**config.mk**
```make
export PLATFORM = sky130hd
export DESIGN_NAME = morse_playback_flat
export DESIGN_NICKNAME = d
export VERILOG_FILES = /design/src/rtl/morse_playback_if.sv /design/src/rtl/morse_playback.sv /design/src/flat_wrapper.sv
export SDC_FILE = /design/constraint.sdc
export NUM_CORES = 1
export LEC_CHECK = 0
export ABC_AREA = 1
export CAP_MARGIN = 5
export CORE_MARGIN = 1.5
export CORE_UTILIZATION = 54
export CTS_CLUSTER_SIZE = 20
export DETAILED_ROUTE_END_ITERATION = 16
export GPL_TIMING_DRIVEN = 0
export PLACE_DENSITY_LB_ADDON = 0.1
export RECOVER_POWER = 50
export SYNTH_ARGS = -nofsm -noshare
export SYNTH_HDL_FRONTEND = slang
export SYNTH_SLANG_ARGS = --single-unit
```
**constraint.sdc**
```tcl
create_clock -name clk -period 16.7 [get_ports clk]
set_input_delay 2.505 -clock clk [delete_from_list [all_inputs] [get_ports clk]]
set_output_delay 2.505 -clock clk [all_outputs]
set_load 0.02 [all_outputs]
```
**src/rtl/morse_playback_if.sv**
```systemverilog
// Handshake/bus bundle for morse_playback. The abort input exists only when MORSE_ABORT_EN is defined.
`timescale 1ns/1ps
interface morse_playback_if #(
    parameter int NUM_SLOTS = 16,
    parameter int SEQ_W     = 10
);
    logic                         start;
    logic [NUM_SLOTS*SEQ_W-1:0]   i_sequence;
    logic                         tone_out;
    logic                         busy;
    logic                         done;
    logic [$clog2(NUM_SLOTS)-1:0] slot_idx;
`ifdef MORSE_ABORT_EN
    logic                         abort;

    modport master (output start, i_sequence, abort,
                    input  tone_out, busy, done, slot_idx);
    modport slave  (input  start, i_sequence, abort,
                    output tone_out, busy, done, slot_idx);
`else
    modport master (output start, i_sequence,
                    input  tone_out, busy, done, slot_idx);
    modport slave  (input  start, i_sequence,
                    output tone_out, busy, done, slot_idx);
`endif
endinterface

```
**src/rtl/morse_playback.sv**
```systemverilog
// Keys a snapshot of the 16x10-bit letter store out as Morse on tone_out, oldest slot first; abort input under MORSE_ABORT_EN.
// First tone rises 1 + (leading empty slots) cycles after start; start is ignored while busy (no backpressure).
`timescale 1ns/1ps
module morse_playback #(
    parameter int CLK_PER_UNIT = 4,
    parameter int NUM_SLOTS    = 16,
    parameter int SEQ_W        = 10
) (
    input  logic                  clk,
    input  logic                  reset,
    morse_playback_if.slave       bus
);
    localparam int SLOT_W = $clog2(NUM_SLOTS);
    localparam int ELEMS  = SEQ_W / 2;
    localparam int CNT_W  = $clog2(3 * CLK_PER_UNIT + 1);

    localparam logic [CNT_W-1:0]  DOT_M1    = CNT_W'(CLK_PER_UNIT - 1);
    localparam logic [CNT_W-1:0]  DASH_M1   = CNT_W'(3 * CLK_PER_UNIT - 1);
    localparam logic [CNT_W-1:0]  LGAP_M1   = CNT_W'(2 * CLK_PER_UNIT - 1);
    localparam logic [SLOT_W-1:0] SLOT_LAST = SLOT_W'(NUM_SLOTS - 1);
    localparam logic [2:0]        PTR_LAST  = 3'(ELEMS - 1);

    localparam logic [2:0] S_IDLE    = 3'd0;
    localparam logic [2:0] S_FETCH   = 3'd1;
    localparam logic [2:0] S_ELEM_ON = 3'd2;
    localparam logic [2:0] S_GAP     = 3'd3;
    localparam logic [2:0] S_LGAP    = 3'd4;
    localparam logic [2:0] S_FIN     = 3'd5;

    logic [2:0]                 r_state;
    logic [NUM_SLOTS*SEQ_W-1:0] r_shadow;
    logic [SLOT_W-1:0]          r_slot;
    logic [2:0]                 r_ptr;
    logic [CNT_W-1:0]           r_cnt;
    logic                       r_tone;

    logic [2:0]        w_nxt_state;
    logic [SLOT_W-1:0] w_nxt_slot;
    logic [2:0]        w_nxt_ptr;
    logic [CNT_W-1:0]  w_nxt_cnt;
    logic              w_load;
    logic [SEQ_W-1:0]  w_cur;
    logic [1:0]        w_first_code;
    logic [1:0]        w_nxt_code;
    logic              w_has_next;

    // Element k sits in bits [SEQ_W-1-2k -: 2]; MSB pair is played first.
    function automatic logic [1:0] f_code(input logic [SEQ_W-1:0] s, input logic [2:0] p);
        logic [1:0] c;
        c = 2'b00;
        for (int k = 0; k < ELEMS; k++) begin
            if (p == 3'(k)) c = s[SEQ_W-1-2*k -: 2];
        end
        return c;
    endfunction

    function automatic logic f_is_elem(input logic [1:0] c);
        return (c == 2'b01) || (c == 2'b10);
    endfunction

    function automatic logic [CNT_W-1:0] f_dur(input logic [1:0] c);
        return (c == 2'b10) ? DASH_M1 : DOT_M1;
    endfunction

    assign w_cur        = r_shadow[r_slot*SEQ_W +: SEQ_W];
    assign w_first_code = f_code(w_cur, 3'd0);
    // Pointer is clamped so the lookahead never reaches past bit 0 after the last element.
    assign w_nxt_code   = f_code(w_cur, (r_ptr == PTR_LAST) ? PTR_LAST : r_ptr + 3'd1);
    assign w_has_next   = (r_ptr != PTR_LAST) && f_is_elem(w_nxt_code);

    always_comb begin
        w_nxt_state = r_state;
        w_nxt_slot  = r_slot;
        w_nxt_ptr   = r_ptr;
        w_nxt_cnt   = r_cnt;
        w_load      = 1'b0;
        case (r_state)
            S_IDLE: begin
                if (bus.start) begin
                    w_load      = 1'b1;
                    w_nxt_slot  = SLOT_LAST;
                    w_nxt_cnt   = '0;
                    w_nxt_state = S_FETCH;
                end
            end
            S_FETCH: begin
                if (!f_is_elem(w_first_code)) begin
                    if (r_slot == '0) w_nxt_state = S_FIN;
                    else              w_nxt_slot  = r_slot - 1'b1;
                end else begin
                    w_nxt_ptr   = 3'd0;
                    w_nxt_cnt   = f_dur(w_first_code);
                    w_nxt_state = S_ELEM_ON;
                end
            end
            S_ELEM_ON: begin
                if (r_cnt == '0) begin
                    w_nxt_cnt   = DOT_M1;
                    w_nxt_state = S_GAP;
                end else begin
                    w_nxt_cnt = r_cnt - 1'b1;
                end
            end
            S_GAP: begin
                if (r_cnt != '0) begin
                    w_nxt_cnt = r_cnt - 1'b1;
                end else if (w_has_next) begin
                    w_nxt_ptr   = r_ptr + 3'd1;
                    w_nxt_cnt   = f_dur(w_nxt_code);
                    w_nxt_state = S_ELEM_ON;
                end else begin
                    w_nxt_cnt   = LGAP_M1;
                    w_nxt_state = S_LGAP;
                end
            end
            S_LGAP: begin
                if (r_cnt != '0) begin
                    w_nxt_cnt = r_cnt - 1'b1;
                end else if (r_slot == '0) begin
                    w_nxt_state = S_FIN;
                end else begin
                    w_nxt_slot  = r_slot - 1'b1;
                    w_nxt_state = S_FETCH;
                end
            end
            S_FIN:   w_nxt_state = S_IDLE;
            default: w_nxt_state = S_IDLE;
        endcase
`ifdef MORSE_ABORT_EN
        if (bus.abort && (r_state != S_IDLE) && (r_state != S_FIN)) begin
            w_nxt_state = S_FIN;
        end
`endif
    end

    always_ff @(posedge clk) begin
        if (reset) begin
            r_state <= S_IDLE;
            r_slot  <= '1;
            r_ptr   <= '0;
            r_cnt   <= '0;
            r_tone  <= 1'b0;
        end else begin
            r_state <= w_nxt_state;
            r_slot  <= w_nxt_slot;
            r_ptr   <= w_nxt_ptr;
            r_cnt   <= w_nxt_cnt;
            r_tone  <= (w_nxt_state == S_ELEM_ON);
        end
    end

    // Snapshot is only meaningful while busy, so it carries no reset.
    always_ff @(posedge clk) begin
        if (w_load) r_shadow <= bus.i_sequence;
    end

    assign bus.tone_out = r_tone;
    assign bus.busy     = (r_state != S_IDLE) && (r_state != S_FIN);
    assign bus.done     = (r_state == S_FIN);
    assign bus.slot_idx = r_slot;

endmodule

```
**src/flat_wrapper.sv**
```systemverilog
// flat-port wrapper written by rule: the top's interface ports become plain ports
module morse_playback_flat 
#(
    parameter int CLK_PER_UNIT = 4,
    parameter int NUM_SLOTS    = 16,
    parameter int SEQ_W        = 10
)
  (clk, reset, bus_start, bus_i_sequence, bus_tone_out, bus_busy, bus_done, bus_slot_idx);
  morse_playback_if #(.NUM_SLOTS(NUM_SLOTS), .SEQ_W(SEQ_W)) bus_i ();
  input  logic clk;
  input  logic reset;
  input wire logic [$bits(bus_i.start)-1:0] bus_start;
  input wire logic [$bits(bus_i.i_sequence)-1:0] bus_i_sequence;
  output wire logic [$bits(bus_i.tone_out)-1:0] bus_tone_out;
  output wire logic [$bits(bus_i.busy)-1:0] bus_busy;
  output wire logic [$bits(bus_i.done)-1:0] bus_done;
  output wire logic [$bits(bus_i.slot_idx)-1:0] bus_slot_idx;
  assign bus_i.start = bus_start;
  assign bus_i.i_sequence = bus_i_sequence;
  assign bus_tone_out = bus_i.tone_out;
  assign bus_busy = bus_i.busy;
  assign bus_done = bus_i.done;
  assign bus_slot_idx = bus_i.slot_idx;
  morse_playback #(.CLK_PER_UNIT(CLK_PER_UNIT), .NUM_SLOTS(NUM_SLOTS), .SEQ_W(SEQ_W)) u_core (.clk(clk), .reset(reset), .bus(bus_i));
endmodule
```
==> flow_summary.yaml <==
yosys:
  synth_area_per_cell_um2: 10.8
  syn_inst: 704
  synth_top_cell_by_area: "edfxtp_1"
  synth-seq-cells: 175
  synth_top_area_share_pct: 63.3
  synth_area_um2: 7590
  synth_nets: 873
  ys_seq_area_share_pct: 67.3
  synth_edf_count: 160
  synth_ff_type: "edfxtp_1"
  synthTopCellsByArea: "edfxtp_1 (63%), nand2_1 (9.5%), nand3_1 (6.3%)"
  yosysWarningCount: 0
  synth_cell_type_count: 36
  synthArstFlopShare_pct: 0
route:
  drc: 0
  drt_first_iter_violations: 763
  ant_nets: 0
  dr.pass1.iters: 6
  via_per_inst: 5.44
  routed_wl_um: 19900
  drt-wirelength-per-cell_um: 18.2
  num_vias: 5950
flow_run:
  max-cap-violations: 1
worst_hold_path:
  hold_depth: 2
  hold_path.class: "flip-flop to flip-flop"
placement:
  port_buffers: 169
  placed_area_um2: 9620
  hpwl_um: 13600
  gp_congestion: 0.827
clock_network:
  clock_sinks: 175
  cts_max_path_buffers: 2
  cts_made_buffers: 17
  cts_max_level: 4
  cts_resized: 0
  post_cts_buffers: 0
  cts_hold_buf: 0
  clk_pin_slew_ns: 0.06
  root_buffer: "clkbuf_16"
  cts_tree: "built"
  clock_latency_ns: 0.43
floorplanning:
  start_util_pct: 55.1
  io_pins: 170
  die_h_um: 122
  rows: 43
  dieArea_um2: 14800
  die_w_um: 122
  core_area_um2: 13800
sta:
  max-slew-margin-rel_pct: -36.1
  max_freq_ghz: 0.201
  min_period_ns: 4.97
  rsz0062_at_grt: "false"
  hold_viol: 0
  fin_skew_ns: 0.00644
  timing.setup.tns_ns: 0
  setup_viol: 0
  min_period_over_period_pct: 29.8
  drv_slew: 38
  worst_pin_slew_ns: 2.04
layout:
  seq_area_um2: 5100
  mostFrequentLayoutCells: "nand2_1 (192), dlygate4sd3_1 (162), edfxtp_1 (160), nand3_1 (95), inv_1 (62)"
  design_area_um2: 10200
  area_growth_pct: 34.0
  layout_commonest_cell: "nand2_1"
  final_nets: 1066
  multi_input_area_um2: 2010
  nFillCells: 959
  drive_gt1_share_pct: 8.57
pwr:
  power_density_nw_per_um2: 154
  peakVddDrop_v: 0.0000940
  p_leak_nw: 4.08
worst_setup_path:
  worstPathMaxFanout: 37
  required_ns: 17.03
  endpoint_kind: "flip-flop"
  reg2regPathDepth: 17
  crit_arrival_ns: 5.30
  critPathKind: "input port to flip-flop"
  start_kind: "input port"
grt:
  grt_pass1_vias: 5995
  grt_first_pass_wirelength_um: 30500
  grt_usage_pct: 28.3
  grt_max_degree: 38
  antenna_found_initial: 3
  grt_overflow_total: 0
run_status:
  status: "finished with violations"
  violations: "capacitance limit, slew limit"
-- worst max-delay path, cell delays in order --
cell and delay [ns]:
dlygate4sd3_1 0.52, inv_1 0.07, nor2_1 0.33, clkbuf_1 1.50
a211oi_1 0.16, nand3_1 0.16, nor2_1 0.05
-- cell usage after synthesis, types with 6 or more instances --
cell	n
inv_1	62
ha_1	6
dfxtp_1	15
a22oi_1	6
buf_2	18
a21oi_1	31
buf_6	7
edfxtp_1	160
o21ai_0	24
nand3_1	95
o211ai_1	6
nand2_1	192
nor2_1	39
-- per-stage QoR --
| step | hold slack, ns | util (%) | instances | total power [W] | worst slack, ns |
|---|---|---|---|---|---|
| final | 0.477 | 73.8 | 1093 | 0.00157 | 11.73 |
| after global routing | 0.495 | 73.8 | 1091 | 0.00166 | 11.47 |
| after CTS | 0.479 | 74.0 | 1090 | 0.00158 | 12.40 |
| after detailed placement | 0.469 | 69.8 | 1058 | 0.00119 | 12.43 |
| after global placement | 0.457 | 69.0 | 1053 | 0.00119 | 4.07 |
| after floorplan | 0.439 | - | 704 | 0.00101 | 6.79 |
-- flip-flops by register name (all words and copies together), names as in the netlist --
signal,count
u_core.bus.slot_idx,4
u_core.bus.tone_out,1
u_core.r_cnt,4
u_core.r_ptr,3
u_core.r_shadow,160
u_core.r_state,3
-- report_power, final --
part | internal, W | switching [W]
Clock | 0.000221 | 0.000169
Sequential | 0.000592 | 0.0000304
Combinational | 0.000199 | 0.000358
Total | 0.00101 | 0.000557
-- final timing paths --
path,from,endpoint,slack (ns)
worst max register to register,u_core.bus.slot_idx[1],u_core.r_ptr[0],13.29
worst min-delay path,u_core.r_cnt[1],u_core.r_cnt[1],0.48
worst max-delay path,bus_start,u_core.bus.tone_out,11.73
worst min register to register,u_core.r_cnt[1],u_core.r_cnt[1],0.48
-- final cells by class --
cell class | count | share of cell area, %
Clock inverter | 13 | 1.38
Antenna cell | 3 | 0.0738
Clock buffer | 19 | 4.26
Multi-Input combinational cell | 428 | 19.8
Tap cell | 180 | 2.21
Buffer | 33 | 2.03
Timing Repair Buffer | 174 | 17.5
Sequential cell | 175 | 50.2
Inverter | 68 | 2.53
-- per-layer routing --
metal  wire, µm  GRT usage [%]  vias up
met2      10000           47.4      307
met1       7690           34.7     2814
met5          0              0        -
met4        445           12.1        0
met3       1700           7.87       37
li1           -              -     2792
-- cell families (layout without fill, tap and decap cells) --
group                    Yosys count  in the layout  synth area share [%]
AO/OA/AOI/OAI                     78             78                  6.00
buffers and inverters            101            307                  6.17
AND/OR/NAND/NOR                  341            341                  19.2
flip-flops                       175            175                  67.3
adder cells (fa/ha/maj)            6              6                 0.989
XOR/XNOR                           3              3                 0.346
other                              0              3                     0
Power figures use the tool's default switching activity.
